<file path="config.mk">
export PLATFORM = sky130hd
export DESIGN_NAME = mips_ctrl_decoder_flat
export DESIGN_NICKNAME = d
export VERILOG_FILES = /design/src/rtl/mips_ctrl_decoder_if.sv /design/src/rtl/mips_ctrl_decoder.sv /design/src/flat_wrapper.sv
export SDC_FILE = /design/constraint.sdc
export NUM_CORES = 1
export LEC_CHECK = 0
export CORE_ASPECT_RATIO = 0.75
export CORE_UTILIZATION = 25
export CTS_BUF_LIST = sky130_fd_sc_hd__clkbuf_4
export CTS_CLUSTER_SIZE = 12
export DETAILED_ROUTE_END_ITERATION = 6
export PLACE_DENSITY_LB_ADDON = 0.15
export SLEW_MARGIN = 40
export SYNTH_ARGS = -nofsm -noshare
export SYNTH_HDL_FRONTEND = slang
export SYNTH_SLANG_ARGS = --single-unit
</file>
<file path="constraint.sdc">
create_clock -name clk -period 1.38 [get_ports clk]
set_clock_uncertainty 0.15 [all_clocks]
set_input_delay 0.276 -clock clk [delete_from_list [all_inputs] [get_ports clk]]
set_output_delay 0.276 -clock clk [all_outputs]
set_load 0.05 [all_outputs]
</file>
<file path="src/rtl/mips_ctrl_decoder_if.sv">
// Bundle between the MIPS main control decoder and the stage that consumes its
// strobes. The master drives opcode/en/flush and receives the registered control
// word. The slave is the decoder itself.
// The optional illegal_op strobe is present only when CTRL_ILLEGAL_OP_EN is defined.
interface mips_ctrl_decoder_if #(
    parameter int OPW    = 6,
    parameter int ALUOPW = 2
);
    logic              en;
    logic              flush;
    logic [OPW-1:0]    opcode;
    logic              RsWrite;
    logic              ALUSrc;
    logic              MemtoReg;
    logic              WrReg1;
    logic              WrReg2;
    logic              MemRead;
    logic              MemWr;
    logic              BranchE;
    logic              BranchNE;
    logic              J;
    logic              Jal;
    logic              ORI;
    logic              LUI;
    logic [ALUOPW-1:0] ALUop;
`ifdef CTRL_ILLEGAL_OP_EN
    logic              illegal_op;

    modport master (
        output en, flush, opcode,
        input  RsWrite, ALUSrc, MemtoReg, WrReg1, WrReg2, MemRead, MemWr,
               BranchE, BranchNE, J, Jal, ORI, LUI, ALUop, illegal_op
    );
    modport slave (
        input  en, flush, opcode,
        output RsWrite, ALUSrc, MemtoReg, WrReg1, WrReg2, MemRead, MemWr,
               BranchE, BranchNE, J, Jal, ORI, LUI, ALUop, illegal_op
    );
`else
    modport master (
        output en, flush, opcode,
        input  RsWrite, ALUSrc, MemtoReg, WrReg1, WrReg2, MemRead, MemWr,
               BranchE, BranchNE, J, Jal, ORI, LUI, ALUop
    );
    modport slave (
        input  en, flush, opcode,
        output RsWrite, ALUSrc, MemtoReg, WrReg1, WrReg2, MemRead, MemWr,
               BranchE, BranchNE, J, Jal, ORI, LUI, ALUop
    );
`endif
endinterface

</file>
<file path="src/rtl/mips_ctrl_decoder.sv">
// Main control decoder for the single-issue 32-bit MIPS datapath.
// It turns the 6-bit opcode into registered control strobes with one cycle of latency.
// Reset, flush and unknown opcodes all produce the all-zero NOP word.
// flush has priority over en, and en = 0 holds the current word.
// Optional feature macro: CTRL_ILLEGAL_OP_EN. It adds the registered illegal_op
// flag for opcodes that are not in the decode table.
module mips_ctrl_decoder #(
    parameter int OPW    = 6,
    parameter int ALUOPW = 2
) (
    input  logic                 clk,
    input  logic                 rst_n,
    mips_ctrl_decoder_if.slave   bus
);
    localparam logic [OPW-1:0] OP_RTYPE = 6'b000000;
    localparam logic [OPW-1:0] OP_LW    = 6'b100011;
    localparam logic [OPW-1:0] OP_SW    = 6'b101011;
    localparam logic [OPW-1:0] OP_BEQ   = 6'b000100;
    localparam logic [OPW-1:0] OP_BNE   = 6'b000101;
    localparam logic [OPW-1:0] OP_ORI   = 6'b001101;
    localparam logic [OPW-1:0] OP_LUI   = 6'b001111;
    localparam logic [OPW-1:0] OP_J     = 6'b000010;
    localparam logic [OPW-1:0] OP_JAL   = 6'b000011;

    localparam logic [ALUOPW-1:0] ALU_ADD   = 2'b00;
    localparam logic [ALUOPW-1:0] ALU_SUB   = 2'b01;
    localparam logic [ALUOPW-1:0] ALU_FUNCT = 2'b10;
    localparam logic [ALUOPW-1:0] ALU_OR    = 2'b11;

    typedef struct packed {
        logic              rs_write;
        logic              alu_src;
        logic              mem_to_reg;
        logic              wr_reg1;
        logic              wr_reg2;
        logic              mem_read;
        logic              mem_wr;
        logic              branch_e;
        logic              branch_ne;
        logic              j;
        logic              jal;
        logic              ori;
        logic              lui;
        logic [ALUOPW-1:0] alu_op;
    } ctrl_t;

    ctrl_t dec;
    logic  known;
    ctrl_t ctrl_d, ctrl_q;

    // Opcode decode. An X/Z opcode matches no table entry, so it falls to the NOP default.
    always_comb begin
        dec   = '0;
        known = 1'b1;
        case (bus.opcode)
            OP_RTYPE: begin
                dec.rs_write = 1'b1;
                dec.wr_reg1  = 1'b1;
                dec.alu_op   = ALU_FUNCT;
            end
            OP_LW: begin
                dec.rs_write   = 1'b1;
                dec.alu_src    = 1'b1;
                dec.mem_to_reg = 1'b1;
                dec.mem_read   = 1'b1;
                dec.alu_op     = ALU_ADD;
            end
            OP_SW: begin
                dec.alu_src = 1'b1;
                dec.mem_wr  = 1'b1;
                dec.alu_op  = ALU_ADD;
            end
            OP_BEQ: begin
                dec.branch_e = 1'b1;
                dec.alu_op   = ALU_SUB;
            end
            OP_BNE: begin
                dec.branch_ne = 1'b1;
                dec.alu_op    = ALU_SUB;
            end
            OP_ORI: begin
                dec.rs_write = 1'b1;
                dec.alu_src  = 1'b1;
                dec.ori      = 1'b1;
                dec.alu_op   = ALU_OR;
            end
            OP_LUI: begin
                dec.rs_write = 1'b1;
                dec.alu_src  = 1'b1;
                dec.lui      = 1'b1;
                dec.alu_op   = ALU_ADD;
            end
            OP_J: begin
                dec.j = 1'b1;
            end
            OP_JAL: begin
                dec.j        = 1'b1;
                dec.jal      = 1'b1;
                dec.rs_write = 1'b1;
                dec.wr_reg2  = 1'b1;
            end
            default: begin
                dec   = '0;
                known = 1'b0;
            end
        endcase
    end

    // Next control word: flush inserts a bubble, en loads the decode, otherwise hold.
    always_comb begin
        ctrl_d = ctrl_q;
        if (bus.flush) begin
            ctrl_d = '0;
        end else if (bus.en) begin
            ctrl_d = dec;
        end
    end

    // Control word register, forced to NOP asynchronously while rst_n is low.
    always_ff @(posedge clk or negedge rst_n) begin
        if (!rst_n) begin
            ctrl_q <= '0;
        end else begin
            ctrl_q <= ctrl_d;
        end
    end

    assign bus.RsWrite  = ctrl_q.rs_write;
    assign bus.ALUSrc   = ctrl_q.alu_src;
    assign bus.MemtoReg = ctrl_q.mem_to_reg;
    assign bus.WrReg1   = ctrl_q.wr_reg1;
    assign bus.WrReg2   = ctrl_q.wr_reg2;
    assign bus.MemRead  = ctrl_q.mem_read;
    assign bus.MemWr    = ctrl_q.mem_wr;
    assign bus.BranchE  = ctrl_q.branch_e;
    assign bus.BranchNE = ctrl_q.branch_ne;
    assign bus.J        = ctrl_q.j;
    assign bus.Jal      = ctrl_q.jal;
    assign bus.ORI      = ctrl_q.ori;
    assign bus.LUI      = ctrl_q.lui;
    assign bus.ALUop    = ctrl_q.alu_op;

`ifdef CTRL_ILLEGAL_OP_EN
    logic illegal_d, illegal_q;

    // Illegal-opcode flag follows the same flush/en/hold rules as the control word.
    always_comb begin
        illegal_d = illegal_q;
        if (bus.flush) begin
            illegal_d = 1'b0;
        end else if (bus.en) begin
            illegal_d = ~known;
        end
    end

    // Illegal-opcode flag register, cleared asynchronously by reset.
    always_ff @(posedge clk or negedge rst_n) begin
        if (!rst_n) begin
            illegal_q <= 1'b0;
        end else begin
            illegal_q <= illegal_d;
        end
    end

    assign bus.illegal_op = illegal_q;
`else
    // Without the illegal-opcode flag, unknown opcodes are simply NOPs.
    logic unused_known;
    assign unused_known = known;
`endif
endmodule

</file>
<file path="src/flat_wrapper.sv">
// flat-port wrapper written by rule: the top's interface ports become plain ports
module mips_ctrl_decoder_flat 
#(
    parameter int OPW    = 6,
    parameter int ALUOPW = 2
)
  (clk, rst_n, bus_en, bus_flush, bus_opcode, bus_RsWrite, bus_ALUSrc, bus_MemtoReg, bus_WrReg1, bus_WrReg2, bus_MemRead, bus_MemWr, bus_BranchE, bus_BranchNE, bus_J, bus_Jal, bus_ORI, bus_LUI, bus_ALUop);
  mips_ctrl_decoder_if #(.OPW(OPW), .ALUOPW(ALUOPW)) bus_i ();
  input  logic clk;
  input  logic rst_n;
  input wire logic [$bits(bus_i.en)-1:0] bus_en;
  input wire logic [$bits(bus_i.flush)-1:0] bus_flush;
  input wire logic [$bits(bus_i.opcode)-1:0] bus_opcode;
  output wire logic [$bits(bus_i.RsWrite)-1:0] bus_RsWrite;
  output wire logic [$bits(bus_i.ALUSrc)-1:0] bus_ALUSrc;
  output wire logic [$bits(bus_i.MemtoReg)-1:0] bus_MemtoReg;
  output wire logic [$bits(bus_i.WrReg1)-1:0] bus_WrReg1;
  output wire logic [$bits(bus_i.WrReg2)-1:0] bus_WrReg2;
  output wire logic [$bits(bus_i.MemRead)-1:0] bus_MemRead;
  output wire logic [$bits(bus_i.MemWr)-1:0] bus_MemWr;
  output wire logic [$bits(bus_i.BranchE)-1:0] bus_BranchE;
  output wire logic [$bits(bus_i.BranchNE)-1:0] bus_BranchNE;
  output wire logic [$bits(bus_i.J)-1:0] bus_J;
  output wire logic [$bits(bus_i.Jal)-1:0] bus_Jal;
  output wire logic [$bits(bus_i.ORI)-1:0] bus_ORI;
  output wire logic [$bits(bus_i.LUI)-1:0] bus_LUI;
  output wire logic [$bits(bus_i.ALUop)-1:0] bus_ALUop;
  assign bus_i.en = bus_en;
  assign bus_i.flush = bus_flush;
  assign bus_i.opcode = bus_opcode;
  assign bus_RsWrite = bus_i.RsWrite;
  assign bus_ALUSrc = bus_i.ALUSrc;
  assign bus_MemtoReg = bus_i.MemtoReg;
  assign bus_WrReg1 = bus_i.WrReg1;
  assign bus_WrReg2 = bus_i.WrReg2;
  assign bus_MemRead = bus_i.MemRead;
  assign bus_MemWr = bus_i.MemWr;
  assign bus_BranchE = bus_i.BranchE;
  assign bus_BranchNE = bus_i.BranchNE;
  assign bus_J = bus_i.J;
  assign bus_Jal = bus_i.Jal;
  assign bus_ORI = bus_i.ORI;
  assign bus_LUI = bus_i.LUI;
  assign bus_ALUop = bus_i.ALUop;
  mips_ctrl_decoder #(.OPW(OPW), .ALUOPW(ALUOPW)) u_core (.clk(clk), .rst_n(rst_n), .bus(bus_i));
endmodule
</file>
# ---- Yosys cells after proc, flatten, opt, wreduce, memory -nomap -nowiden
# Index checks and enable logic that the tools add are counted.
dict set report word_totals {
  regBits 15
  in_bits 10
  wordCells 42
}
dict set report classes {
  eq_ne 8
  muxes 14
  n_reduce_logical 6
}
# cell count
set op_table {}
lappend op_table {{2-to-1 mux 15 bit} 2}
lappend op_table {{equality test 6 x 2 -> 1 bit (second input constant)} 2}
lappend op_table {{equality test 6 x 3 -> 1 bit (second input constant)} 2}
lappend op_table {{equality test 6 x 4 -> 1 bit (second input constant)} 2}
lappend op_table {{equality test 6 bit (second input constant)} 2}
lappend op_table {{2-to-1 mux 1 bit} 11}
lappend op_table {{logical NOT 6 bit} 1}
lappend op_table {{one-hot mux 2 bit (3 select lines)} 1}
lappend op_table {{OR reduction 5 bit} 1}
lappend op_table {{OR reduction 2 bit} 2}
lappend op_table {{OR reduction 4 bit} 1}
lappend op_table {{nonzero test 2 bit} 1}

# ---- Depth between registers and ports, before layout
dict set report depth {
  ltp_word 5
  depth_mapped 4
}

# ---- Worst setup path after synthesis
# No wires, ideal clock.
dict set report synth_timing {
  path_type {register to output}
  startpoint {register u_core.ctrl_q (netlist bit u_core.bus.MemtoReg)}
  endpoint {output bus_MemtoReg}
  arrival_time_ps 904
  t_required_ps 954
  setup_slack_ps 50
  stages_incl_launch_ff 2
  path_cell_list {dfrtp_1 buf_4}
}
# item line_no
set synth_rtl {}
lappend synth_rtl {{start: declaration} mips_ctrl_decoder.sv:49} ;# ctrl_t ctrl_d, ctrl_q;
lappend synth_rtl {{start signal: assignment} mips_ctrl_decoder.sv:124} ;# ctrl_q <= ctrl_d;
lappend synth_rtl {{end: declaration} flat_wrapper.sv:16} ;# output wire logic [$bits(bus_i.MemtoReg)-1:0] bus_MemtoReg;
# No word-level cell between the ends.

==> results.toml <==
[run_status]
status = "finished clean"

[timing]
fin_crit_ns = 1.331
max_freq_ghz = 0.7512
setup_violations = 0
rsz0062_at_grt = "no"
min_period_over_period = 0.9647
worst_pin_slew_ns = 0.3186
finalHoldViolCount = 0
slew_headroom = 0.7872
drv_slew = 0
setup_slack_ns = 0.04876

[cts]
cts_buffers = 3
post-cts-setup-buffers = 0
htreeDepth = 1
cts.sinks = 13
cts.clk_slew.worst_paths_ns = 0.08
clockBufferDepth = 2
tritoncts = "done"
clock_latency_ns = 0.28
clock-root-buffer = "clkbuf_4"
ctsHoldBuffers = 0

[setup_path]
crit_cells = 1
path_cells = "buf_12"
cp_slowest_stage_delay_ns = 0.45
worstSetupEndpoint = "bus_MemRead"
r2r-end = "u_core.bus.RsWrite$_DFFE_PN0P_"
crit_path_top_delay_cell = "dfrtp_1"
critical-path-top-delay-family = "flip-flops"
crit_path_start = "u_core.bus.MemtoReg$_DFFE_PN0P_"
r2r_start = "u_core.bus.RsWrite$_DFFE_PN0P_"
cp_max_fo = 3
path_buf_inv = 1
reg2regPathDepth = 2
startpoint_type = "flip-flop"
critical_path_required_ns = 0.95
cp-end-kind = "output port"
crit_type = "flip-flop to output port"
arrival_ns = 0.91
reg2reg_slack_ns = 0.43

[synthesis]
synth_cells = 70
ys_seq_elements = 13
yosysTopAreaCellShare = 0.4824
ys_seq_area_frac = 0.4824
ys_top_cells_by_area = "dfrtp_1, a21oi_1, a32oi_1"
synthDistinctLibCells = 26
synth_area_sq_um = 674.4
yosysWarnings = 0
avgSynthCellArea_sq_um = 9.634
synth.largest_area_cell = "dfrtp_1"
synth_nets = 80

[power_and_ir_drop]
total_power_uw = 775.7
p_leak_uw = 0.0004879
vdd_drop_max_uv = 484.5
combPwrFrac = 0.175
clkPwrFrac = 0.326
switchingPower_uw = 197.9
intPower_uw = 577.8
power-per-cell-area_nw_per_um2 = 658.8
p_seq_frac = 0.499
swShare = 0.2551

[global_routing]
grt_pass1_vias = 594
grt_pass1_wl_um = 2746
grt_usage = 0.1368
grt_start_max_net_pins = 14
grt_overflow = 0
grt_antenna_before_repair = 0

[placed_design]
dpl_worst_slack_ns = -0.3356
post-dp-hpwl_um = 1282
port_buffers = 24
place_congestion = 0.8116
placed_cells = 128

[route]
ant_nets = 0
drc_errors = 0
num_vias = 628
drt_iter0_markers = 14
vias_per_cell = 4.722
wl_per_cell_um = 13.38
drt_wl_total_um = 1779
drt_pass1_iterations = 4

[floorplanning]
start_util = 0.2786
rows = 15
die_h_um = 46.98
die_area_sq_um = 2912
pin_count = 25
fp.dieW_um = 61.98
core_area_sq_um = 2421

[final_layout]
antennaDiodeCount = 0
drive_above_1_share = 0.3333
largest_reg_flops = 2
instances_no_fill = 133
area_delta_synth_final_pct = 74.58
postLayoutCoreUtil = 0.4863
nets = 110

[run]
cap_violations = 0

[min_path]
min_path_type = "input pin to async pin"
[cell usage after synthesis]
cell type / count
nor2_1: 6
o21ai_0: 1
nand3b_1: 2
and2b_1: 1
dfrtp_1: 13
buf_6: 1
a22oi_1: 1
nor4_2: 1
nor2b_1: 1
nand4_1: 5
nor3_1: 1
a32oi_1: 4
clkbuf_1: 1
a211o_1: 1
and4bb_4: 1
and3b_1: 1
o211ai_1: 1
nand2_1: 9
nor3b_2: 1
inv_1: 2
a21oi_1: 9
nand2b_1: 1
nand4b_1: 1
buf_2: 2
buf_4: 2
and3_1: 1
[placed cells by master (no fill, tap or decap)]
| cell type | Yosys | layout |
|---|---|---|
| a211o_1 | 1 | 1 |
| a21oi_1 | 9 | 8 |
| a21oi_2 | 0 | 1 |
| a22oi_1 | 1 | 1 |
| a32oi_1 | 4 | 4 |
| and2b_1 | 1 | 1 |
| and3_1 | 1 | 1 |
| and3b_2 | 0 | 1 |
| and4bb_4 | 1 | 1 |
| buf_12 | 0 | 16 |
| buf_4 | 2 | 5 |
| clkbuf_4 | 0 | 4 |
| clkdlybuf4s50_1 | 0 | 4 |
| clkinvlp_2 | 0 | 1 |
| clkinvlp_4 | 0 | 1 |
| dfrtp_1 | 13 | 12 |
| dfrtp_2 | 0 | 1 |
| dlygate4sd2_1 | 0 | 3 |
| dlymetal6s2s_1 | 0 | 2 |
| inv_1 | 2 | 1 |
| nand2_1 | 9 | 9 |
| nand2b_1 | 1 | 1 |
| nand3b_1 | 2 | 2 |
| nand4_1 | 5 | 5 |
| nand4b_1 | 1 | 1 |
| nor2_1 | 6 | 6 |
| nor2b_1 | 1 | 1 |
| nor3_1 | 1 | 1 |
| nor3b_4 | 0 | 1 |
| nor4_2 | 1 | 1 |
| o211ai_1 | 1 | 1 |
| o21ai_0 | 1 | 1 |
[worst min-delay path by stage]
stage	endpoint	slack (ns)
finish	u_core.bus.ALUSrc$_DFFE_PN0P_	0.15
global route	u_core.bus.RsWrite$_DFFE_PN0P_	0.16
CTS	u_core.bus.ALUSrc$_DFFE_PN0P_	0.16
detailed placement	u_core.bus.ALUop[1]$_DFFE_PN0P_	0.42
global placement	u_core.bus.MemWr$_DFFE_PN0P_	0.41
floorplan	u_core.bus.ALUSrc$_DFFE_PN0P_	-0.17
[per-layer routing]
metal | global-route usage | up-vias | wire length (um)
li1 | - | 311 | -
met1 | 0.1868 | 297 | 867
met2 | 0.2000 | 20 | 793
met3 | 0.06336 | 0 | 118
met4 | 0.02667 | 0 | 0
met5 | 0 | - | 0
[final cells by class]
| class | count | area [sq um] |
|---|---|---|
| timing repair buffer | 30 | 449.2 |
| fill | 234 | 1244 |
| clock buffer | 4 | 30.03 |
| tap | 34 | 42.54 |
| timing repair inverter | 1 | 5.005 |
| multi-input combinational | 49 | 312.8 |
| inverter | 2 | 11.26 |
| sequential | 13 | 326.6 |
[timing repair]
action | CTS | global route
gates resized for setup | 4 | 6
endpoints found under the hold margin | 0 | 0
endpoints found under the setup margin | 5 | 15
cloned | 0 | 1
[power by group through the flow]
stage | clock, uW | sequential, uW | combinational [uW]
2_1_floorplan | 0 | 403 | 44.4
6_report | 253 | 387 | 136
4_1_cts | 264 | 387 | 133
3_3_place_gp | 0 | 394 | 133
3_5_place_dp | 0 | 395 | 134
5_1_grt | 283 | 387 | 146
[kinds of logic after synthesis]
kind of cell	after synthesis	share of synthesized area
buf+inv	8	0.07049
flops	13	0.4824
compound gates	17	0.1614
simple gates	32	0.2857
[through the flow]
step                TNS [ns]  instance area [sq um]  hold WS [ns]
floorplan                  0                  674.4       -0.1696
detailed placement    -3.497                   1125        0.4171
finish                     0                   1177        0.1501
global route               0                   1177        0.1558
global placement      -3.257                   1125        0.4135
CTS                        0                   1157        0.1553
No activity file was read; power rests on OpenSTA's default activity.
